### src/rtl/mlp_feature_sequencer.sv
// Clocked front end for the combinational printed-MLP classifier: packs feature
// beats into a frozen vector, waits a settle time, then presents the class.
// Optional macro MLP_RESAMPLE_CHECK_EN adds a second class sample and m_mismatch.
//
// state  | meaning
// LOAD   | accepting feature beats into mlp_inp
// SETTLE | vector frozen, counting down while the classifier settles
// RESULT | class captured, m_valid held until downstream handshake
module mlp_feature_sequencer #(
    parameter int N_FEAT        = 4,
    parameter int FEAT_W        = 4,
    parameter int CLS_W         = 2,
    parameter int SETTLE_CYCLES = 4
) (
    input  logic                     clk,
    input  logic                     rst_n,
    input  logic                     s_valid,
    output logic                     s_ready,
    input  logic [FEAT_W-1:0]        s_data,
    output logic [N_FEAT*FEAT_W-1:0] mlp_inp,
    input  logic [CLS_W-1:0]         mlp_out,
    output logic                     m_valid,
    input  logic                     m_ready,
    output logic [CLS_W-1:0]         m_class,
    output logic                     busy
`ifdef MLP_RESAMPLE_CHECK_EN
    ,
    output logic                     m_mismatch
`endif
);

    localparam int BEAT_W = (N_FEAT > 1) ? $clog2(N_FEAT) : 1;
    localparam int CNT_W  = $clog2(SETTLE_CYCLES + 1);
    localparam logic [BEAT_W-1:0] LAST_BEAT = BEAT_W'(N_FEAT - 1);
    localparam logic [CNT_W-1:0]  CNT_LOAD  = CNT_W'(SETTLE_CYCLES - 1);

    typedef enum logic [1:0] {
        ST_LOAD   = 2'd0,
        ST_SETTLE = 2'd1,
        ST_RESULT = 2'd2
    } state_t;

    state_t                    state_q, state_d;
    logic [BEAT_W-1:0]         beat_q, beat_d;
    logic [CNT_W-1:0]          cnt_q, cnt_d;
    logic [N_FEAT*FEAT_W-1:0]  inp_q, inp_d;
    logic [CLS_W-1:0]          cls_q, cls_d;
`ifdef MLP_RESAMPLE_CHECK_EN
    logic                      resample_q, resample_d;
    logic                      mismatch_q, mismatch_d;
`endif

    always_ff @(posedge clk or negedge rst_n) begin
        if (!rst_n) begin
            state_q <= ST_LOAD;
            beat_q  <= '0;
            cnt_q   <= '0;
            inp_q   <= '0;
            cls_q   <= '0;
`ifdef MLP_RESAMPLE_CHECK_EN
            resample_q <= 1'b0;
            mismatch_q <= 1'b0;
`endif
        end else begin
            state_q <= state_d;
            beat_q  <= beat_d;
            cnt_q   <= cnt_d;
            inp_q   <= inp_d;
            cls_q   <= cls_d;
`ifdef MLP_RESAMPLE_CHECK_EN
            resample_q <= resample_d;
            mismatch_q <= mismatch_d;
`endif
        end
    end

    always_comb begin
        state_d = state_q;
        beat_d  = beat_q;
        cnt_d   = cnt_q;
        inp_d   = inp_q;
        cls_d   = cls_q;
        s_ready = 1'b0;
`ifdef MLP_RESAMPLE_CHECK_EN
        resample_d = resample_q;
        mismatch_d = mismatch_q;
`endif
        case (state_q)
            ST_LOAD: begin
                s_ready = 1'b1;
                if (s_valid) begin
                    inp_d[int'(beat_q)*FEAT_W +: FEAT_W] = s_data;
                    if (beat_q == LAST_BEAT) begin
                        state_d = ST_SETTLE;
                        cnt_d   = CNT_LOAD;
                    end else begin
                        beat_d = beat_q + 1'b1;
                    end
                end
            end
            ST_SETTLE: begin
                if (cnt_q != '0) begin
                    cnt_d = cnt_q - 1'b1;
                end else begin
`ifdef MLP_RESAMPLE_CHECK_EN
                    // Counter parks at zero for one extra cycle to take the
                    // confirming sample; m_class keeps the first one.
                    if (!resample_q) begin
                        cls_d      = mlp_out;
                        resample_d = 1'b1;
                    end else begin
                        mismatch_d = (mlp_out != cls_q);
                        resample_d = 1'b0;
                        state_d    = ST_RESULT;
                    end
`else
                    cls_d   = mlp_out;
                    state_d = ST_RESULT;
`endif
                end
            end
            ST_RESULT: begin
                if (m_ready) begin
                    state_d = ST_LOAD;
                    beat_d  = '0;
`ifdef MLP_RESAMPLE_CHECK_EN
                    mismatch_d = 1'b0;
`endif
                end
            end
            default: begin
                state_d = ST_LOAD;
                beat_d  = '0;
            end
        endcase
    end

    assign mlp_inp = inp_q;
    assign m_class = cls_q;
    assign m_valid = (state_q == ST_RESULT);
    assign busy    = (state_q != ST_LOAD);
`ifdef MLP_RESAMPLE_CHECK_EN
    assign m_mismatch = mismatch_q;
`endif

endmodule

### config.mk
export PLATFORM = sky130hd
export DESIGN_NAME = mlp_feature_sequencer
export DESIGN_NICKNAME = d
export VERILOG_FILES = /design/src/rtl/mlp_feature_sequencer.sv
export SDC_FILE = /design/constraint.sdc
export NUM_CORES = 1
export LEC_CHECK = 0
export BUFFER_PORTS_ARGS = -buffer_cell sky130_fd_sc_hd__buf_2
export CAP_MARGIN = 20
export CORE_UTILIZATION = 51
export CTS_CLUSTER_SIZE = 20
export DETAILED_ROUTE_END_ITERATION = 10
export GPL_ROUTABILITY_DRIVEN = 1
export MAX_ROUTING_LAYER = met4
export PLACE_DENSITY = 0.78
export SLEW_MARGIN = 20
export SYNTH_ARGS = -nofsm -noshare
export SYNTH_HDL_FRONTEND = slang
export SYNTH_SLANG_ARGS = --single-unit
### constraint.sdc
create_clock -name clk -period 2.4 [get_ports clk]
set_clock_uncertainty 0.15 [all_clocks]
set_input_delay 0.48 -clock clk [delete_from_list [all_inputs] [get_ports clk]]
set_output_delay 0.48 -clock clk [all_outputs]
set_load 0.01 [all_outputs]
== After elaboration in Yosys (flattened, before gate mapping) ==
Cells that the tools add are included.
Operators by class
  add/subtract/negate cells: 3
  equal/unequal tests: 9
  shift operators: 2
  muxes and demuxes: 14
  bitwise operators: 2
  reductions and logical operators: 9
Operators by type and width (number)
  $neg A4 Y33: 1
  $shift A4 B33 Y16 const A: 1
  $shiftx A4 B33 Y16: 1
  $bwmux W16: 1
  $mux W2: 6
  $pmux W2 S3: 2
  $reduce_and A4 Y1: 3
  $ne A2 B2 Y1 const B: 5
  $mux W3: 3
  $pmux W3 S2: 1
  $eq A2 B2 Y1 const B: 2
  $reduce_and A2 Y1: 2
  $reduce_bool A2 Y1: 2
  $reduce_bool A3 Y1: 1
  $sub A3 B1 Y3 const B: 1
  $add A2 B1 Y2 const B: 1
  $eq A2 B1 Y1 const B: 1
  $logic_not A2 Y1: 1
  $ne A2 B1 Y1 const B: 1
  $not A1 Y1: 2
  $mux W1: 1
Word-level totals
  register bits after elaboration: 25
  word-level logic and storage cells: 44

== Depth between registers and ports, before layout ==
Gate-level depths: netlist (run 1).
  word-level depth: 4
  depth in mapped cells: 6

== Worst setup path before layout (run 1) ==
Ideal clock, no wire load.
  kind: reg2reg
  start point: register beat_q[0]
  end point: register beat_q[1]
  setup time: 0.079 ns
  data arrival time: 1.460 ns
  data required time: 2.171 ns
  setup slack: 0.711 ns
  cell stages (with the launch flop): 5
  period minus slack after synthesis: 1.689 ns
  cell sequence: dfrtp_1 > ha_1 > or4b_4 > nand2_1 > mux2i_1
On the way
  cells in the longest elaborated chain, start to end: 4
  elaborated cells between the ends (all ways): 7
  those cells by class: add/sub: 1; eq/ne: 2; mux: 3; reduce/logical: 1
Ends and longest elaborated chain
  start: declaration: line 44  | logic [BEAT_W-1:0] beat_q, beat_d;
  start signal: assignment: line 66  | beat_q <= beat_d;
  $add A2 B1 Y2: line 97  | beat_d = beat_q + 1'b1;
  $mux W2: line 93  | if (beat_q == LAST_BEAT) begin
  $mux W2: line 91  | if (s_valid) begin
  $pmux W2 S3: line 88  | case (state_q)
Several ways; a longest one is shown, not always the timed one. The select of a mux whose other input is x is not followed.
A chain may end at the register's enable or synchronous reset.

== Final worst setup path (run 1) ==
  start point: register beat_q[0]
  end point: register inp_q[11], in the netlist mlp_inp[11]
On the way
  cells in the longest elaborated chain, start to end: 3
  elaborated cells between the ends (all ways): 4
  those cells by class: add/sub: 1; shift: 2; mux: 1
Ends and longest elaborated chain
  $neg A4 Y33 *: line 92  | inp_d[int'(beat_q)*FEAT_W +: FEAT_W] = s_data;
  $shiftx A4 B33 Y16 or $shift A4 B33 Y16 (tied branches): line 92
  $bwmux W16 *: line 92
  end signal: assignment: line 68  | inp_q <= inp_d;
  end: declaration: line 46  | logic [N_FEAT*FEAT_W-1:0] inp_q, inp_d;
Every way passes the cells marked *; elsewhere a longest branch is shown, timed or not.

==> results.yml, run 1 <==
floorplanning:
  die_y_um: 50.1
  io_pins: 31
  initial_core_util: 0.539
  core_um2: 2190
  core.rowCount: 17
  die_width_um: 50.1
  dieArea_um2: 2510
synth:
  syn_area_per_cell_um2: 13.0
  syn_inst: 91
  yosysWarnings: 0
  synth_nets: 108
  synthesis.area_um2: 1180
  ys_seq_elements: 25
  yosysTopAreaCell: "dfrtp_1"
  synth_area_leaders: "dfrtp_1 53%, a22o_1 10%, ha_1 7.4%"
  synth-seq-area-share: 0.530
  synth_cell_types: 28
  synth.top_cell.area_share: 0.530
placement:
  place_congestion: 0.721
  place_hpwl_um: 1720
  dp_cells: 147
  io_buffers: 30
  place_ws_ns: 0.518
setup_path:
  required_ns: 2.51
  crit_fanout: 8
  worst_setup_path_start_kind: "flop"
  crit_type: "flop to flop"
  crit_arrival_ns: 2.03
  end_kind: "flop"
clock_network:
  cts_tree: "yes"
  cts_hold_buf: 1
  post_cts_buffers: 0
  cts_buffers: 3
  cts-root-buf: "clkbuf_4"
  h-tree-depth: 1
  clkLatencyLatePin_ns: 0.31
  cts.sinks: 25
  clk_pin_slew_ns: 0.13
  cts_resized: 0
  cts_buffer_depth: 2
drt:
  drtIter0Drc: 15
  viasPerCell: 5.58
  drc: 0
  vias: 848
  wl_um: 2220
  wl_per_cell_um: 14.6
  ant_nets: 0
  first_pass_iters: 4
sta:
  drv_slew: 0
  period_share: 0.800
  finalSetupTns_ns: 0
  relSlewSlack: 0.642
  min_period_ns: 1.92
  fin_ws_ns: 0.481
  max_freq_ghz: 0.521
  hold_viol: 0
  tightest_slew_ns: 0.537
  rsz0062_at_grt: "no"
  setup_viol: 0
final_layout:
  seq_area_um2: 626
  fin_cells: 152
  multi_input_area_um2: 519
  area_growth_pct: 17.9
  nFillCells: 180
  fin_nets: 142
  postLayoutCoreUtil: 0.636
  diodes: 0
  drive_gt1_frac: 0.331
run:
  maxCapViolCount: 0
global_route:
  grt_usage: 0.214
  grt_pass1_vias: 826
  grt_overflow_total: 0
  antenna_found_initial: 0
  grt_pass1_wl_um: 3810
  grt_max_degree: 26
min_path:
  hp-class: "primary input to flop"
pwr:
  power_mw: 1.67
  cellPowerDensity_nw_per_um2: 1200
  peakVddDrop_v: 0.000698
  p_leak_nw: 0.710
run_status:
  status: "completed"
-- worst paths after layout --
path,startpoint,to,slack (ns),cells past startpoint
setup / recovery,beat_q[0],mlp_inp[11],0.48,5
hold / removal,m_ready,state_q[1],0.21,2
setup reg to reg,beat_q[0],mlp_inp[11],0.48,5
hold reg to reg,mlp_inp[12],mlp_inp[12],0.36,2
max in group asynchronous,rst_n,cnt_q[0],1.23,2
min in group asynchronous,rst_n,mlp_inp[8],0.52,2
-- final cells by class --
cell class,instances,area share
sequential,25,0.449
clock buffer,4,0.0189
timing repair buffer,31,0.115
tap,28,0.0252
inverter,7,0.0189
multi-input combinational,57,0.373
-- placed cells by master (no fill, tap or decap), drive strengths merged, types with 4 or more instances in the layout --
cell     synthesis  layout
dfrtp           25      25
ha               7       7
buf              1      30
nand4bb          5       5
clkbuf           1       4
inv              7       7
a22o            14      14
nand2            5       5
-- where the power goes --
group	internal, mW	switching (mW)
sequential	0.588	0.128
combinational	0.369	0.399
clock	0.0650	0.121
-- critical path, cell delays in order (launching register included) --
cell	delay [ns]
dfrtp_1	0.50
inv_1	0.21
ha_1	0.25
nand4bb_2	0.22
nor4_4	0.34
a22o_1	0.18
-- logic make-up (layout without fill, tap and decap cells) --
logic type               Yosys count  in the layout  synth area share
AO/OA/AOI/OAI                     23             23             0.156
adder cells (fa/ha/maj)            7              7            0.0741
buffers and inverters              9             42            0.0307
flip-flops                        25             25             0.530
multiplexers                       3              3            0.0275
AND/OR/NAND/NOR                   24             24             0.182
-- metal layers --
layer | track usage | vias up | part of all wire
li1 | - | 405 | -
met1 | 0.265 | 407 | 0.45
met2 | 0.329 | 29 | 0.47
met3 | 0.0340 | 7 | 0.046
met4 | 0.124 | 0 | 0.032
met5 | - | - | 0
-- through the flow --
step	hold WS [ns]	instance area [µm²]
global placement	0.320	1360
finish	0.209	1390
detailed placement	0.322	1360
CTS	0.199	1390
floorplan	0.0344	1180
global route	0.190	1390
-- sequential cells by signal, indices dropped and copies added (netlist names) --
signal,flops
state_q,2
mlp_inp,16
beat_q,2
m_class,2
cnt_q,3
-- synth_stat cells (all sizes together) --
cell type and n:
nand2 5, mux2i 1, a2bb2oi 1, nand3 1
nand3b 3, a21oi 1, clkbuf 1, dfrtp 25
buf 1, inv 7, mux2 2, o32ai 1
nand2b 3, ha 7, nand4bb 5, nor3b 1
a22o 14, nor3 1, nor2 2, o41ai 1
or4b 1, nor4 2, o31ai 1, o21ai 3
o21a 1
Power figures use the tool's default switching activity.
==> inputs of run 2 (changes only) <==
--- a/config.mk
+++ b/config.mk
@@ -5,14 +5,15 @@
 export SDC_FILE = /design/constraint.sdc
 export NUM_CORES = 1
 export LEC_CHECK = 0
+export ABC_AREA = 1
 export BUFFER_PORTS_ARGS = -buffer_cell sky130_fd_sc_hd__buf_2
 export CAP_MARGIN = 20
-export CORE_UTILIZATION = 51
+export CORE_UTILIZATION = 46
 export CTS_CLUSTER_SIZE = 20
 export DETAILED_ROUTE_END_ITERATION = 10
 export GPL_ROUTABILITY_DRIVEN = 1
 export MAX_ROUTING_LAYER = met4
-export PLACE_DENSITY = 0.78
+export PLACE_DENSITY = 0.73
 export SLEW_MARGIN = 20
 export SYNTH_ARGS = -nofsm -noshare
 export SYNTH_HDL_FRONTEND = slang
==> constraint.sdc (replaced) <==
create_clock -name clk -period 1.74 [get_ports clk]
set_clock_uncertainty 0.15 [all_clocks]
set_input_delay 0.348 -clock clk [delete_from_list [all_inputs] [get_ports clk]]
set_output_delay 0.348 -clock clk [all_outputs]
set_load 0.01 [all_outputs]
==> run 2 against run 1 <==
  * Final area up 6.6%
  * Synthesized cell count is 65% higher
  * First-iteration DRC count rose by 13%
==> results.yml, run 2 <==
pwr:
  peakVddDrop_v: 0.00104
  p_leak_nw: 0.818
  cellPowerDensity_nw_per_um2: 1670
global_route:
  grt_overflow_total: 0
  grt_pass1_wl_um: 3840
  grt_usage: 0.190
  grt_pass1_vias: 936
  antenna_found_initial: 0
  grt_max_degree: 26
synth:
  synth_compound_area_frac: 0.0773
  synth-xor-area-share: 0
  syn_area_per_cell_um2: 8.31
  yosys-top-cells-count: "49 x nand2_1, 25 x dfrtp_1, 19 x nand3_1, 15 x inv_1, 14 x o21ai_0"
  synth_nets: 167
  yosysMostFrequentCell: "nand2_1"
  synthAdderAreaFrac: 0.0703
  synthFlopType: "dfrtp_1"
  yosysWarnings: 0
  syn_inst: 150
  synthSimpleGateAreaFrac: 0.292
  synth_top_family_by_area: "simple AND/OR/NAND/NOR gates"
  synthArstFlopShare: 1.00
  synthesis.area_um2: 1250
  synth_edf_count: 0
  muxShareOfSynthArea: 0
  synth-seq-area-share: 0.502
  synth_cell_types: 15
  yosysTopAreaCell: "dfrtp_1"
  synth_area_leaders: "dfrtp_1 50%, nand2_1 15%, nand3_1 7.6%"
  ys_seq_elements: 25
  synth.top_cell.area_share: 0.502
clock_network:
  clk_pin_slew_ns: 0.13
  clkLatencyLatePin_ns: 0.31
  cts.sinks: 25
  h-tree-depth: 1
  cts_buffer_depth: 2
  post_cts_buffers: 0
  cts_tree: "yes"
  cts-root-buf: "clkbuf_4"
  cts_buffers: 3
placement:
  place_ws_ns: 0.122
  dp_cells: 211
  place_hpwl_um: 1870
  io_buffers: 30
  place_congestion: 0.800
  placed_cell_area_um2: 1440
floorplanning:
  dieArea_um2: 2920
  core_um2: 2520
  io_pins: 31
  core.rowCount: 18
  die_width_um: 54.1
  die_y_um: 54.1
  initial_core_util: 0.494
final_layout:
  fin_cells: 216
  seq_area_um2: 627
  nFillCells: 239
  area_growth_pct: 19.2
  largest_reg_flops: 16
  postLayoutCoreUtil: 0.589
  diodes: 0
  final_cell_mix: "49 x nand2_1, 30 x buf_2, 24 x dfrtp_1, 19 x nand3_1, 15 x inv_1"
  fin_nets: 204
  stdcell_area_um2: 1490
  multi_input_area_um2: 551
  final_common_cell: "nand2_1"
  drive_gt1_frac: 0.247
run:
  maxCapViolCount: 0
drt:
  drtIter0Drc: 17
  ant_nets: 0
  first_pass_iters: 5
  wl_um: 2440
  wl_per_cell_um: 11.3
  vias: 1073
  drc: 0
  viasPerCell: 4.97
setup_path:
  end_kind: "output pin"
  required_ns: 1.24
  critPathTopFamily: "flip-flops"
  critical_path.slowest_cell: "dfrtp_2"
  crit_type: "flop to output pin"
  worst-path-buf-inv: 2
  worst_setup_path_start_kind: "flop"
  crit_chain: "inv_1 -> nand2_1 -> buf_2"
  slowest_delay_ns: 0.48
  crit_arrival_ns: 1.14
  crit_fanout: 5
sta:
  finalSetupTns_ns: 0
  min_period_ns: 1.64
  drv_slew: 0
  rsz0062_at_grt: "yes"
  max_freq_ghz: 0.609
  setup_viol: 0
  relSlewSlack: 0.622
  period_share: 0.943
  tightest_slew_ns: 0.568
  fin_ws_ns: 0.0993
  hold_viol: 0
run_status:
  status: "completed"
min_path:
  hp-class: "primary input to flop"
-- run 2: cell count changes after synthesis, moves of 7 or more --
cell,change
a22o_1,-14
nand2_1,+44
nand3_1,+18
inv_1,+8
nor2_1,+7
o21ai_0,+11
-- run 2: area by class of cell --
| class | instances | share of cell area |
|---|---|---|
| timing repair buffer | 34 | 0.123 |
| clock inverter | 1 | 0.00337 |
| clock buffer | 3 | 0.0152 |
| sequential | 25 | 0.422 |
| multi-input combinational | 107 | 0.371 |
| tap | 30 | 0.0253 |
| inverter | 16 | 0.0404 |
-- run 2: path summary, 6_finish.rpt --
kind | end | slack, ns | startpoint | cells past startpoint
setup / recovery | busy | 0.1 | state_q[1] | 3
hold / removal | m_class[1] | 0.11 | mlp_out[1] | 3
setup reg to reg | mlp_inp[5] | 0.11 | beat_q[0] | 7
hold reg to reg | m_class[1] | 0.34 | m_class[1] | 2
max in group asynchronous | state_q[1] | 0.65 | rst_n | 2
min in group asynchronous | mlp_inp[8] | 0.39 | rst_n | 2
-- run 2: report_power, final --
part	switching (mW)	total (mW)	internal (mW)
combinational	0.789	1.27	0.484
sequential	0.148	0.956	0.808
clock	0.171	0.257	0.0860
-- run 2: repair_timing --
action	4_1_cts	5_1_grt
gates resized for setup	0	6
hold buffers	1	0
setup endpoints to repair	0	7
hold endpoints to repair	25	0
-- run 2: cells by family after synthesis --
family	after synthesis
AND/OR/NAND/NOR	83
AO/OA/AOI/OAI	17
adder cells (fa/ha/maj)	7
flip-flops	25
buffers and inverters	18
-- run 2: metal layers --
metal  GRT usage  routed length, µm  vias up
li1            -                  -      555
met1       0.220               1150      484
met2       0.323               1170       30
met3      0.0254                 91        4
met4      0.0897                 27        0
met5           -                  0        -
-- run 2: stage by stage --
| step | power (mW) | hold WS, ns |
|---|---|---|
| after floorplan | 1.81 | -0.0976 |
| after global placement | 2.19 | 0.210 |
| after detailed placement | 2.23 | 0.228 |
| after CTS | 2.51 | 0.0949 |
| after global routing | 2.75 | 0.117 |
| final | 2.49 | 0.108 |
-- run 2: worst reg2reg max path, stage by stage, from the launching register on --
cell and delay, ns:
dfrtp_1 0.43, inv_1 0.10, ha_1 0.34, inv_1 0.07, nor2_1 0.09, buf_4 0.16
nand2_1 0.06, o21ai_0 0.16
==> inputs of run 3 (changes only) <==
--- a/config.mk
+++ b/config.mk
@@ -8,12 +8,11 @@
 export ABC_AREA = 1
 export BUFFER_PORTS_ARGS = -buffer_cell sky130_fd_sc_hd__buf_2
 export CAP_MARGIN = 20
-export CORE_UTILIZATION = 46
+export CORE_UTILIZATION = 25
 export CTS_CLUSTER_SIZE = 20
 export DETAILED_ROUTE_END_ITERATION = 10
 export GPL_ROUTABILITY_DRIVEN = 1
 export MAX_ROUTING_LAYER = met4
-export PLACE_DENSITY = 0.73
 export SLEW_MARGIN = 20
 export SYNTH_ARGS = -nofsm -noshare
 export SYNTH_HDL_FRONTEND = slang
==> run 3 against run 2 <==
  * Combinational power hardly changed
  * Core utilization shrank 26 points
  * Count of clock-buffer cells in the layout did not move
  * Total power up 3.3%
  * Worst setup slack got worse by 0.0071 ns
  * First-iteration DRC count grew to 3.7 times the previous value
  * Worst hold slack gained 0.057 ns
  * Routed wire length increased by 6.9%
  * Final area rose by 4.1%
  * Critical path type unchanged
  * Critical endpoint unchanged
  * Highest routed layer unchanged
==> results.yml, run 3 (synthesis results as in run 2) <==
sta:
  max_freq_ghz: 0.607
  min_period_ns: 1.65
  setup_viol: 0
  hold_viol: 0
  relSlewSlack: 0.629
  finalSetupTns_ns: 0
  drv_slew: 0
  tightest_slew_ns: 0.556
  rsz0062_at_grt: "no"
  whs_ns: 0.164
  period_share: 0.947
setup_path:
  slowest_delay_ns: 0.50
  crit_type: "flop to output pin"
  worst_setup_path_start_kind: "flop"
  worstReg2RegEnd: "mlp_inp[11]"
  reg2regPathDepth: 7
  worstReg2RegStart: "beat_q[0]"
  required_ns: 1.24
  crit_fanout: 5
  crit_chain: "inv_1 -> nand2_1 -> buf_2"
  end_kind: "output pin"
  rrSetupSlack_ns: 0.16
  crit_arrival_ns: 1.15
  critical_path.slowest_cell: "dfrtp_1"
floorplanning:
  core.rowCount: 25
  die_y_um: 72.6
  die_width_um: 72.6
  dieArea_um2: 5270
  core_um2: 4750
  io_pins: 31
  initial_core_util: 0.262
global_route:
  grt_max_degree: 26
  grt_pass1_wl_um: 4400
  grt_usage: 0.112
  grt_overflow_total: 0
  antenna_found_initial: 0
  grt_pass1_vias: 993
run_status:
  status: "completed"
clock_network:
  clk_pin_slew_ns: 0.09
  cts-root-buf: "clkbuf_8"
  clkLatencyLatePin_ns: 0.27
  cts_tree: "yes"
  cts_buffer_depth: 2
  cts.sinks: 25
  h-tree-depth: 1
  cts_buffers: 3
drt:
  ant_nets: 0
  first_pass_iters: 4
  vias: 1041
  wl_um: 2610
  wl_per_cell_um: 10.3
  viasPerCell: 4.11
  drtIter0Drc: 63
  drc: 0
placement:
  placed_cell_area_um2: 1490
  io_buffers: 30
  place_hpwl_um: 2000
  place_congestion: 0.767
pwr:
  peakVddDrop_v: 0.000586
  cellPowerDensity_nw_per_um2: 1660
  p_leak_nw: 0.829
final_layout:
  final_cell_mix: "49 x nand2_1, 30 x buf_2, 25 x dfrtp_1, 19 x nand3_1, 15 x inv_1"
  multi_input_area_um2: 548
  largest_reg_flops: 16
  fin_nets: 204
  area_growth_pct: 24.1
  final_common_cell: "nand2_1"
  seq_area_um2: 626
  stdcell_area_um2: 1550
  nFillCells: 544
  drive_gt1_frac: 0.237
  diodes: 0
min_path:
  hp-class: "primary input to flop"
  min-delay-start: "mlp_out[0]"
  holdPathStages: 3
  min_to: "m_class[0]"
run:
  maxCapViolCount: 0
## run 3: cell counts in the layout (fill, tap and decap cells not counted)
No cell type changed its count.
## run 3: area by class of cell
class,instances,share of cell area
flip-flops and latches,25,0.405
multi-input cells,107,0.354
repair buffers,34,0.118
well taps,67,0.0542
inverters,16,0.0388
clock buffers,3,0.0267
clock inverters,1,0.00324
## run 3: timing repair
action                     4_1_cts  5_1_grt
setup endpoints to repair        0        1
buffers inserted                 0        0
gates resized for setup          0        1
hold endpoints to repair        25        0
hold buffers                     1        0
## run 3: where the power goes
part | internal, mW | total [mW] | switching [mW]
logic | 0.478 | 1.26 | 0.786
registers | 0.808 | 0.958 | 0.150
clock network | 0.160 | 0.347 | 0.187
## run 3: layer usage
layer / wire [µm] / track usage / share of wire / vias up
met1: 1350 / 0.144 / 0.52 / 460
met2: 1110 / 0.173 / 0.42 / 20
met4: 33 / 0.0458 / 0.013 / 0
met3: 120 / 0.0207 / 0.046 / 4
met5: 0 / - / 0 / -
li1: - / - / - / 557
## run 3: through the flow
step,instances,util,power [mW],setup WS [ns]
2_1_floorplan,150,-,1.81,0.0503
3_3_place_gp,248,0.313,2.23,0.205
3_5_place_dp,248,0.313,2.24,0.168
4_1_cts,253,0.325,2.60,0.0829
5_1_grt,253,0.325,2.82,0.00118
6_report,253,0.325,2.57,0.0922
## run 3: critical path, delay by kind of cell, from the launching register on
family	cells	cell delay, ns
flip-flops	1	0.50
buffers and inverters	2	0.26
AND/OR/NAND/NOR	1	0.13
## run 3: how the worst max path moves through the flow
stage / startpoint / slack [ns] / end / depth (start not counted)
finish: state_q[1] / 0.09 / busy / 3
global route: beat_q[0] / 0.001 / mlp_inp[10] / 7
CTS: state_q[1] / 0.08 / busy / 3
detailed placement: beat_q[0] / 0.17 / mlp_inp[8] / 7
global placement: beat_q[0] / 0.20 / mlp_inp[8] / 7
floorplan: beat_q[0] / 0.05 / mlp_inp[10] / 7
